**config.mk**
```make
export PLATFORM = sky130hd
export DESIGN_NAME = mem_port_arbiter_rv_flat
export DESIGN_NICKNAME = d
export VERILOG_FILES = /design/src/rtl/mem_port_arbiter_rv_if.sv /design/src/rtl/mem_port_arbiter_rv.sv /design/src/flat_wrapper.sv
export SDC_FILE = /design/constraint.sdc
export NUM_CORES = 1
export LEC_CHECK = 0
export ABC_AREA = 1
export CORE_AREA = 3 3 207 128
export CTS_CLUSTER_SIZE = 12
export DETAILED_ROUTE_END_ITERATION = 6
export DIE_AREA = 0 0 210 131
export DONT_BUFFER_PORTS = 1
export SYNTH_ARGS = -nofsm -noshare
export SYNTH_HDL_FRONTEND = slang
export SYNTH_SLANG_ARGS = --single-unit
```
**constraint.sdc**
```tcl
create_clock -name clk -period 2 [get_ports clk]
set_input_delay 0.1 -clock clk [delete_from_list [all_inputs] [get_ports clk]]
set_output_delay 0.1 -clock clk [all_outputs]
set_load 0.05 [all_outputs]
```
**src/rtl/mem_port_arbiter_rv_if.sv**
```systemverilog
// Bundle of fetch, load/store and memory-port signals shared by the arbiter and its users.
interface mem_port_arbiter_rv_if;
  logic        i_req;
  logic [31:0] i_addr;
  logic        i_ack;
  logic [31:0] i_data;
  logic        i_fault;

  logic        d_req;
  logic        d_write;
  logic [31:0] d_addr;
  logic [31:0] d_wdata;
  logic [1:0]  d_access;
  logic        d_sign_extend;
  logic        d_ack;
  logic [31:0] d_rdata;
  logic        d_fault;

  logic        m_req;
  logic        m_write;
  logic [31:0] m_addr;
  logic [31:0] m_wdata;
  logic [3:0]  m_byte_en;
  logic        m_ready;
  logic [31:0] m_rdata;

  // Requesters and memory: drive requests and memory responses.
  modport master (
    output i_req, i_addr, d_req, d_write, d_addr, d_wdata, d_access, d_sign_extend,
           m_ready, m_rdata,
    input  i_ack, i_data, i_fault, d_ack, d_rdata, d_fault,
           m_req, m_write, m_addr, m_wdata, m_byte_en
  );

  // Arbiter: accepts requests, owns the memory port.
  modport slave (
    input  i_req, i_addr, d_req, d_write, d_addr, d_wdata, d_access, d_sign_extend,
           m_ready, m_rdata,
    output i_ack, i_data, i_fault, d_ack, d_rdata, d_fault,
           m_req, m_write, m_addr, m_wdata, m_byte_en
  );
endinterface

```
**src/rtl/mem_port_arbiter_rv.sv**
```systemverilog
// Single memory port shared by instruction fetch and load/store, data has priority.
module mem_port_arbiter_rv #(
  parameter int unsigned TIMEOUT_CYCLES = 255
) (
  input  logic                 clk,
  input  logic                 rst_n,
  mem_port_arbiter_rv_if.slave bus
);

  localparam int unsigned CW = 16;
  localparam logic [CW-1:0] TIMEOUT = CW'(TIMEOUT_CYCLES);

  typedef enum logic [1:0] {IDLE, IBUS, DBUS, ACK} state_t;

  state_t        state_q, state_d;
  logic [CW-1:0] cnt_q, cnt_d;
  logic          m_req_q, m_req_d, m_write_q, m_write_d;
  logic [31:0]   m_addr_q, m_addr_d, m_wdata_q, m_wdata_d;
  logic [3:0]    m_byte_en_q, m_byte_en_d;
  logic          i_ack_q, i_ack_d, i_fault_q, i_fault_d;
  logic [31:0]   i_data_q, i_data_d;
  logic          d_ack_q, d_ack_d, d_fault_q, d_fault_d;
  logic [31:0]   d_rdata_q, d_rdata_d;
  logic [1:0]    lane_q, lane_d, acc_q, acc_d;
  logic          sx_q, sx_d, wr_q, wr_d;

  logic          d_misaligned_c;
  logic [3:0]    d_byte_en_c;
  logic [31:0]   d_wdata_c;
  logic [31:0]   load_c;
  logic [7:0]    load_byte_c;
  logic [15:0]   load_half_c;
  logic [CW-1:0] cnt_inc_c;

  // Alignment check and lane/replication for the pending data request.
  always_comb begin
    d_misaligned_c = 1'b0;
    d_byte_en_c    = 4'b1111;
    d_wdata_c      = bus.d_wdata;
    case (bus.d_access)
      2'd0: begin
        d_byte_en_c = 4'(4'b0001 << bus.d_addr[1:0]);
        d_wdata_c   = {4{bus.d_wdata[7:0]}};
      end
      2'd1: begin
        d_misaligned_c = bus.d_addr[0];
        d_byte_en_c    = bus.d_addr[1] ? 4'b1100 : 4'b0011;
        d_wdata_c      = {2{bus.d_wdata[15:0]}};
      end
      2'd2:    d_misaligned_c = |bus.d_addr[1:0];
      default: d_misaligned_c = 1'b1;
    endcase
  end

  // Lane selection and sign/zero extension of returned load data.
  always_comb begin
    case (lane_q)
      2'd0:    load_byte_c = bus.m_rdata[7:0];
      2'd1:    load_byte_c = bus.m_rdata[15:8];
      2'd2:    load_byte_c = bus.m_rdata[23:16];
      default: load_byte_c = bus.m_rdata[31:24];
    endcase
    load_half_c = lane_q[1] ? bus.m_rdata[31:16] : bus.m_rdata[15:0];
    case (acc_q)
      2'd0:    load_c = {{24{sx_q & load_byte_c[7]}}, load_byte_c};
      2'd1:    load_c = {{16{sx_q & load_half_c[15]}}, load_half_c};
      default: load_c = bus.m_rdata;
    endcase
  end

  assign cnt_inc_c = cnt_q + CW'(1);

  // Next-state and registered-output logic.
  always_comb begin
    state_d     = state_q;
    cnt_d       = cnt_q;
    m_req_d     = m_req_q;
    m_write_d   = m_write_q;
    m_addr_d    = m_addr_q;
    m_wdata_d   = m_wdata_q;
    m_byte_en_d = m_byte_en_q;
    i_ack_d     = i_ack_q;
    i_data_d    = i_data_q;
    i_fault_d   = i_fault_q;
    d_ack_d     = d_ack_q;
    d_rdata_d   = d_rdata_q;
    d_fault_d   = d_fault_q;
    lane_d      = lane_q;
    acc_d       = acc_q;
    sx_d        = sx_q;
    wr_d        = wr_q;
    case (state_q)
      IDLE: begin
        if (bus.d_req) begin
          if (d_misaligned_c) begin
            state_d   = ACK;
            d_ack_d   = 1'b1;
            d_fault_d = 1'b1;
            d_rdata_d = 32'h0;
          end else begin
            state_d     = DBUS;
            cnt_d       = '0;
            m_req_d     = 1'b1;
            m_write_d   = bus.d_write;
            m_addr_d    = {bus.d_addr[31:2], 2'b00};
            m_wdata_d   = d_wdata_c;
            m_byte_en_d = d_byte_en_c;
            lane_d      = bus.d_addr[1:0];
            acc_d       = bus.d_access;
            sx_d        = bus.d_sign_extend;
            wr_d        = bus.d_write;
          end
        end else if (bus.i_req) begin
          if (bus.i_addr[1:0] != 2'b00) begin
            state_d   = ACK;
            i_ack_d   = 1'b1;
            i_fault_d = 1'b1;
            i_data_d  = 32'h0;
          end else begin
            state_d     = IBUS;
            cnt_d       = '0;
            m_req_d     = 1'b1;
            m_write_d   = 1'b0;
            m_addr_d    = {bus.i_addr[31:2], 2'b00};
            m_wdata_d   = 32'h0;
            m_byte_en_d = 4'b1111;
          end
        end
      end
      IBUS, DBUS: begin
        if (bus.m_ready) begin
          state_d     = ACK;
          m_req_d     = 1'b0;
          m_write_d   = 1'b0;
          m_byte_en_d = 4'b0000;
          if (state_q == DBUS) begin
            d_ack_d   = 1'b1;
            d_fault_d = 1'b0;
            d_rdata_d = wr_q ? 32'h0 : load_c;
          end else begin
            i_ack_d   = 1'b1;
            i_fault_d = 1'b0;
            i_data_d  = bus.m_rdata;
          end
        end else begin
          cnt_d = cnt_inc_c;
          if ((TIMEOUT != '0) && (cnt_inc_c == TIMEOUT)) begin
            state_d     = ACK;
            m_req_d     = 1'b0;
            m_write_d   = 1'b0;
            m_byte_en_d = 4'b0000;
            if (state_q == DBUS) begin
              d_ack_d   = 1'b1;
              d_fault_d = 1'b1;
              d_rdata_d = 32'h0;
            end else begin
              i_ack_d   = 1'b1;
              i_fault_d = 1'b1;
              i_data_d  = 32'h0;
            end
          end
        end
      end
      ACK: begin
        state_d = IDLE;
        i_ack_d = 1'b0;
        d_ack_d = 1'b0;
      end
      default: state_d = IDLE;
    endcase
  end

  // State and output registers.
  always_ff @(posedge clk or negedge rst_n) begin
    if (!rst_n) begin
      state_q     <= IDLE;
      cnt_q       <= '0;
      m_req_q     <= 1'b0;
      m_write_q   <= 1'b0;
      m_addr_q    <= 32'h0;
      m_wdata_q   <= 32'h0;
      m_byte_en_q <= 4'b0000;
      i_ack_q     <= 1'b0;
      i_data_q    <= 32'h0;
      i_fault_q   <= 1'b0;
      d_ack_q     <= 1'b0;
      d_rdata_q   <= 32'h0;
      d_fault_q   <= 1'b0;
      lane_q      <= 2'b00;
      acc_q       <= 2'b00;
      sx_q        <= 1'b0;
      wr_q        <= 1'b0;
    end else begin
      state_q     <= state_d;
      cnt_q       <= cnt_d;
      m_req_q     <= m_req_d;
      m_write_q   <= m_write_d;
      m_addr_q    <= m_addr_d;
      m_wdata_q   <= m_wdata_d;
      m_byte_en_q <= m_byte_en_d;
      i_ack_q     <= i_ack_d;
      i_data_q    <= i_data_d;
      i_fault_q   <= i_fault_d;
      d_ack_q     <= d_ack_d;
      d_rdata_q   <= d_rdata_d;
      d_fault_q   <= d_fault_d;
      lane_q      <= lane_d;
      acc_q       <= acc_d;
      sx_q        <= sx_d;
      wr_q        <= wr_d;
    end
  end

  assign bus.m_req     = m_req_q;
  assign bus.m_write   = m_write_q;
  assign bus.m_addr    = m_addr_q;
  assign bus.m_wdata   = m_wdata_q;
  assign bus.m_byte_en = m_byte_en_q;
  assign bus.i_ack     = i_ack_q;
  assign bus.i_data    = i_data_q;
  assign bus.i_fault   = i_fault_q;
  assign bus.d_ack     = d_ack_q;
  assign bus.d_rdata   = d_rdata_q;
  assign bus.d_fault   = d_fault_q;

endmodule

```
**src/flat_wrapper.sv**
```systemverilog
// flat-port wrapper written by rule: the top's interface ports become plain ports
module mem_port_arbiter_rv_flat 
#(
  parameter int unsigned TIMEOUT_CYCLES = 255
)
  (clk, rst_n, bus_i_req, bus_i_addr, bus_d_req, bus_d_write, bus_d_addr, bus_d_wdata, bus_d_access, bus_d_sign_extend, bus_m_ready, bus_m_rdata, bus_i_ack, bus_i_data, bus_i_fault, bus_d_ack, bus_d_rdata, bus_d_fault, bus_m_req, bus_m_write, bus_m_addr, bus_m_wdata, bus_m_byte_en);
  mem_port_arbiter_rv_if bus_i ();
  input  logic clk;
  input  logic rst_n;
  input wire logic [$bits(bus_i.i_req)-1:0] bus_i_req;
  input wire logic [$bits(bus_i.i_addr)-1:0] bus_i_addr;
  input wire logic [$bits(bus_i.d_req)-1:0] bus_d_req;
  input wire logic [$bits(bus_i.d_write)-1:0] bus_d_write;
  input wire logic [$bits(bus_i.d_addr)-1:0] bus_d_addr;
  input wire logic [$bits(bus_i.d_wdata)-1:0] bus_d_wdata;
  input wire logic [$bits(bus_i.d_access)-1:0] bus_d_access;
  input wire logic [$bits(bus_i.d_sign_extend)-1:0] bus_d_sign_extend;
  input wire logic [$bits(bus_i.m_ready)-1:0] bus_m_ready;
  input wire logic [$bits(bus_i.m_rdata)-1:0] bus_m_rdata;
  output wire logic [$bits(bus_i.i_ack)-1:0] bus_i_ack;
  output wire logic [$bits(bus_i.i_data)-1:0] bus_i_data;
  output wire logic [$bits(bus_i.i_fault)-1:0] bus_i_fault;
  output wire logic [$bits(bus_i.d_ack)-1:0] bus_d_ack;
  output wire logic [$bits(bus_i.d_rdata)-1:0] bus_d_rdata;
  output wire logic [$bits(bus_i.d_fault)-1:0] bus_d_fault;
  output wire logic [$bits(bus_i.m_req)-1:0] bus_m_req;
  output wire logic [$bits(bus_i.m_write)-1:0] bus_m_write;
  output wire logic [$bits(bus_i.m_addr)-1:0] bus_m_addr;
  output wire logic [$bits(bus_i.m_wdata)-1:0] bus_m_wdata;
  output wire logic [$bits(bus_i.m_byte_en)-1:0] bus_m_byte_en;
  assign bus_i.i_req = bus_i_req;
  assign bus_i.i_addr = bus_i_addr;
  assign bus_i.d_req = bus_d_req;
  assign bus_i.d_write = bus_d_write;
  assign bus_i.d_addr = bus_d_addr;
  assign bus_i.d_wdata = bus_d_wdata;
  assign bus_i.d_access = bus_d_access;
  assign bus_i.d_sign_extend = bus_d_sign_extend;
  assign bus_i.m_ready = bus_m_ready;
  assign bus_i.m_rdata = bus_m_rdata;
  assign bus_i_ack = bus_i.i_ack;
  assign bus_i_data = bus_i.i_data;
  assign bus_i_fault = bus_i.i_fault;
  assign bus_d_ack = bus_i.d_ack;
  assign bus_d_rdata = bus_i.d_rdata;
  assign bus_d_fault = bus_i.d_fault;
  assign bus_m_req = bus_i.m_req;
  assign bus_m_write = bus_i.m_write;
  assign bus_m_addr = bus_i.m_addr;
  assign bus_m_wdata = bus_i.m_wdata;
  assign bus_m_byte_en = bus_i.m_byte_en;
  mem_port_arbiter_rv #(.TIMEOUT_CYCLES(TIMEOUT_CYCLES)) u_core (.clk(clk), .rst_n(rst_n), .bus(bus_i));
endmodule
```
# Word level (Yosys, flattened, before mapping)
# Cells that the tools add are included.
[op_classes]
shifts = 1
n_reduce_logical = 18
mux = 86
addsub = 1
bitwise_logic = 3
n_eq_ne = 23
[op_table]
columns = ["operator", "n"]
rows = [
  ["two-way mux 32 bit", 22],
  ["one-hot mux 32 bit (2 select lines)", 4],
  ["two-way mux 16 bit", 6],
  ["one-hot mux 16 bit (2 select lines)", 1],
  ["two-way mux 1 bit", 30],
  ["two-way mux 4 bit", 7],
  ["one-hot mux 8 bit (3 select lines)", 1],
  ["adder 16 x 1 -> 16 bit (second input constant)", 1],
  ["== test 16 x 8 -> 1 bit (second input constant)", 1],
  ["one-hot mux 4 bit (2 select lines)", 2],
  ["AND reduction 5 bit", 3],
  ["inequality test 2 bit (second input constant)", 7],
  ["two-way mux 2 bit", 5],
  ["inequality test 3 bit (second input constant)", 3],
  ["one-hot mux 1 bit (3 select lines)", 3],
  ["== test 2 x 1 -> 1 bit (second input constant)", 4],
  ["== test 2 bit (second input constant)", 4],
  ["logical NOT 2 bit", 4],
  ["one-hot mux 1 bit (2 select lines)", 4],
  ["AND reduction 4 bit", 2],
  ["inequality test 2 x 1 -> 1 bit (second input constant)", 3],
  ["one-hot mux 2 bit (3 select lines)", 1],
  ["AND reduction 3 bit", 2],
  ["AND reduction 6 bit", 1],
  ["7 further kinds", 11],
]
[word_totals]
out_inout_bits = 138
reg_bits = 162
input_bits = 137

# Logic depth before layout (Yosys ltp)
[depth]
depth_word = 8
mapped_depth = 17

# Least setup slack after synthesis
# Ideal clock, no wire load.
[synth_path]
kind = "register to register"
from = "register u_core.state_q[0]"
to = "register u_core.cnt_q[5]"
t_required_ns = 1.917
path_slack_ns = -0.080
t_arrival_ns = 1.997
period_less_slack_ns = 2.080
n_path_buf = 1
path_stages_with_launch = 11
path_cell_list = "dfrtp_1 -> inv_1 -> ha_1 -> nand2_1 -> nand3_1 -> nor2_1 -> inv_1 -> nor2_1 -> buf_2 -> nand3_1 -> o21ai_0"
[synth_via]
elab_chain_len = 4
elab_cells_between_ends = 11
[synth_rtl]
columns = ["element", "line_no", "rtl"]
rows = [
  ["from (decl)", "mem_port_arbiter_rv.sv:15", "state_t state_q, state_d;"],
  ["from (signal assigned)", "mem_port_arbiter_rv.sv:194", "state_q <= state_d;"],
  ["== test 2 x 1 -> 1 bit / == test 2 bit (equally long branches)", "mem_port_arbiter_rv.sv:92", "case (state_q)"],
  ["OR reduction 2 bit", "mem_port_arbiter_rv.sv:92", ""],
  ["inequality test 2 bit (no line) / nonzero test 2 bit (equally long branches)", "-", ""],
  ["AND reduction 5 bit (no line)", "-", ""],
  ["to (signal assigned)", "mem_port_arbiter_rv.sv:195", "cnt_q <= cnt_d;"],
  ["to (decl)", "mem_port_arbiter_rv.sv:16", "logic [CW-1:0] cnt_q, cnt_d;"],
]
# Several ways; a longest one is shown, not always the timed one.
# A chain may end at the register's enable or synchronous reset.

# Worst setup path in the final report
[layout_path]
from = "register u_core.cnt_q[0]"
to = "register u_core.d_rdata_q[27], in the netlist u_core.bus.d_rdata[27]"
[layout_via]
elab_chain_len = 4
[layout_rtl]
columns = ["element", "line_no", "rtl"]
rows = [
  ["adder 16 x 1 -> 16 bit", "mem_port_arbiter_rv.sv:71", "assign cnt_inc_c = cnt_q + CW'(1);"],
  ["== test 16 x 8 -> 1 bit", "mem_port_arbiter_rv.sv:147", "if ((TIMEOUT != '0) && (cnt_inc_c == TIMEOUT)) begin"],
  ["inequality test 3 x 2 -> 1 bit (no line)", "-", ""],
  ["AND reduction 5 bit (no line)", "-", ""],
  ["to (signal assigned)", "mem_port_arbiter_rv.sv:205", "d_rdata_q <= d_rdata_d;"],
  ["to (decl)", "mem_port_arbiter_rv.sv:23", "logic [31:0] d_rdata_q, d_rdata_d;"],
]
# No other way between the ends.

==> metrics.md <==
| Metric | Value |
|---|---|
| Detailed placement HPWL | 21.1 mm |
| Die width | 210 um |
| Met2 WL | 12.8 mm |
| Area contributors post-synth | dfrtp_1 48%, nand2_1 12%, o21ai_0 5.5% |
| Die Y | 131 um |
| Worst-path maximum fanout | 7 |
| RSZ-0062 raised after global routing | true |
| Data required, critical path | 2320 ps |
| Period minus WS final | 2150 ps |
| Final ANT Viol Nets | 0 |
| WL met3 | 3.72 mm |
| Worst min path class | primary input to asynchronous set/reset pin |
| Post-Synthesis Cells | 1040 |
| Num CTS Buffers | 17 |
| Fin crit share | 108% |
| Drt wl/cell | 20.5 um |
| Die area | 27500 um^2 |
| IO Pins | 275 |
| Top cells by count, synth | 260 x nand2_1, 160 x dfrtp_1, 95 x nor2_1, 92 x o21ai_0, 86 x inv_1 |
| Routed metal-1 wirelength | 14.3 mm |
| Seq/Total Area, Yosys | 47.9% |
| Via/cell ratio | 5.34 |
| Final Skew | 11.3 ps |
| Max frequency | 465 MHz |
| Via Count | 8238 |
| DR pass1 iterations | 5 |
| Core area | 24900 um^2 |
| Net count, final | 1344 |
| Clk buf depth | 2 |
| GR Overflow Total | 0 |
| Fin. max-slew vios | 0 |
| GPL Wtd Cong | 0.978 |
| Arr. time, crit path | 2470 ps |
| CP Capture Type | flop |
| Leakage | 5.21 nW |
| Htree depth | 4 |
| Post-synth EDFFs | 0 |
| Sum of negative setup slack | -8260 ps |
| Worst-Skew Late Latency | 450 ps |
| Violated checks | hold timing, setup timing |
| CTS tree | built |
| Crit Path Category | flop to flop |
| CP startpoint kind | flop |
| Synthesized area | 8360 um^2 |
| Largest net degree at the start of global routing | 161 |
| First-pass GRT wire length | 46.2 mm |
| FF+latch count, synth | 160 |
| Status | complete, but fails checks |
| Asr flop ratio synth | 100% |
| Smallest hold slack | -633 ps |
| Pwr dens | 1880 nW/um^2 |
| Final setup fails | 76 |
| Total Power | 21.7 mW |
| Initial antenna violation count | 1 |
| Share of layout cells above drive strength 1 | 20.7% |
| Initial Util | 33.5% |
| Final worst slack | -150 ps |
| Headroom to the max-slew limit | 55.4% |
| Most used DFF post-synth | dfrtp_1 |
| Port bufs | 0 |
| Hold Vio Cnt, Final | 161 |
| R2R Setup Slk | -150 ps |
| Highest routed layer | met4 |
| DR iter-0 viols | 968 |
| Layout area overhead | 38.1% |
| Vias in the first global route | 7677 |
| Crit path launch | u_core.cnt_q[0]$_DFFE_PN0P_ |
| Drc violations | 0 |
| Synth unique cells | 33 |
| Post-synth top area share | 47.9% |
| # clock sinks | 160 |
| Worst slew pin tran | 666 ps |
| Clk pin slew, worst setup/hold paths | 70 ps |
| Cell accounting for the most synthesized area | dfrtp_1 |
| Synth warn | 0 |
| Root Driver | clkbuf_16 |
| Maxcap violations | 0 |
| Critical R2R Launch | u_core.cnt_q[0]$_DFFE_PN0P_ |
| Synth Area per Inst | 8.04 um^2 |
| Total GRT Usage | 22.2% |
| Total wire length | 31.6 mm |
| Most instantiated library cell after synthesis | nand2_1 |
| Max VDD drop | 0.00107 V |
| Num rows | 45 |
area by class of cell:
type	count	area, um^2
sequential	160	4010
clock buffer	19	453
inverter	87	327
fill	2347	13400
multi-input combinational	730	4080
tap	329	412
clock inverter	13	146
antenna	1	2.50
timing repair buffer	203	2120
path summary, 6_finish.rpt:
path	to	depth (start not counted)
max	u_core.bus.d_rdata[27]$_DFFE_PN0P_	15
min	u_core.bus.d_rdata[9]$_DFFE_PN0P_	0
max reg2reg	u_core.bus.d_rdata[27]$_DFFE_PN0P_	15
min reg2reg	u_core.bus.d_rdata[24]$_DFFE_PN0P_	2
max in group asynchronous	u_core.bus.i_data[15]$_DFFE_PN0P_	0
min in group clk	u_core.state_q[1]$_DFFE_PN0P_	4
through the flow:
stage	util, %	instances	cell area [um^2]	hold slack, ps	setup WS [ps]
3_5_place_dp	36.6	1377	9130	-188	-231
4_1_cts	44.5	1530	11100	-681	-120
5_1_grt	46.3	1542	11500	-663	-316
6_report	46.3	1542	11500	-633	-150
3_3_place_gp	36.6	1377	9130	-187	-210
2_1_floorplan	-	1041	8370	-196	-36.2
logic make-up after synthesis:
group | synth area share, %
AO/OA/AOI/OAI | 17.3
adder cells (fa/ha/maj) | 1.20
buffers and inverters | 7.68
flip-flops | 47.9
multiplexers | 2.42
other | 0.0449
AND/OR/NAND/NOR | 23.5
critical path: stages (launching register included):
cell and delay [ps]:
dfrtp_1 420, ha_4 200, nand2_8 70, nor2_4 150, nand2_1 70, nand2_1 80, nand2_1 60, nor2_1 110
nand2_1 90, nor2_2 100, nand2_2 100, nand2_8 140, nand2_8 110, clkbuf_16 190, nand2_2 60, o21ai_1 70
layout by cell type (no fill, tap or decap), drive strengths merged, types with 9 or more instances in the layout:
cell type,instances
o21a,39
o211ai,21
nand2,262
mux2,18
o31ai,9
or2,30
inv,92
nand4,39
buf,84
nor2,98
a21oi,15
nand3,32
dfrtp,160
clkbuf,24
dlygate4sd3,114
o21ai,127
power breakdown:
group	total [mW]	switching, mW	internal, mW
Clock	3.43	1.50	1.93
Combinational	8.16	4.68	3.47
Sequential	10.1	5.61	4.53
flip-flops by register name, summed over array words and instances (netlist names), 2 cells and up:
signal / count
u_core.acc_q: 2
u_core.bus.d_rdata: 32
u_core.bus.i_data: 32
u_core.bus.m_addr: 30
u_core.bus.m_byte_en: 4
u_core.bus.m_wdata: 32
u_core.cnt_q: 16
u_core.lane_q: 2
u_core.state_q: 2
metal layers:
layer  vias up  track usage, %
met4         0            6.81
met5         -               0
met3        56            10.0
met1      3957            31.5
met2       433            29.8
li1       3792               -
timing repair:
action                                  CTS  global route
gates cloned                              2             7
hold buffers                            114             1
setup buffers                             5             4
endpoints found under the setup margin   99           144
hold endpoints to repair                259           161
pin swaps                                 1             8
gates resized for setup                  42            66
Power figures use the tool's default switching activity.
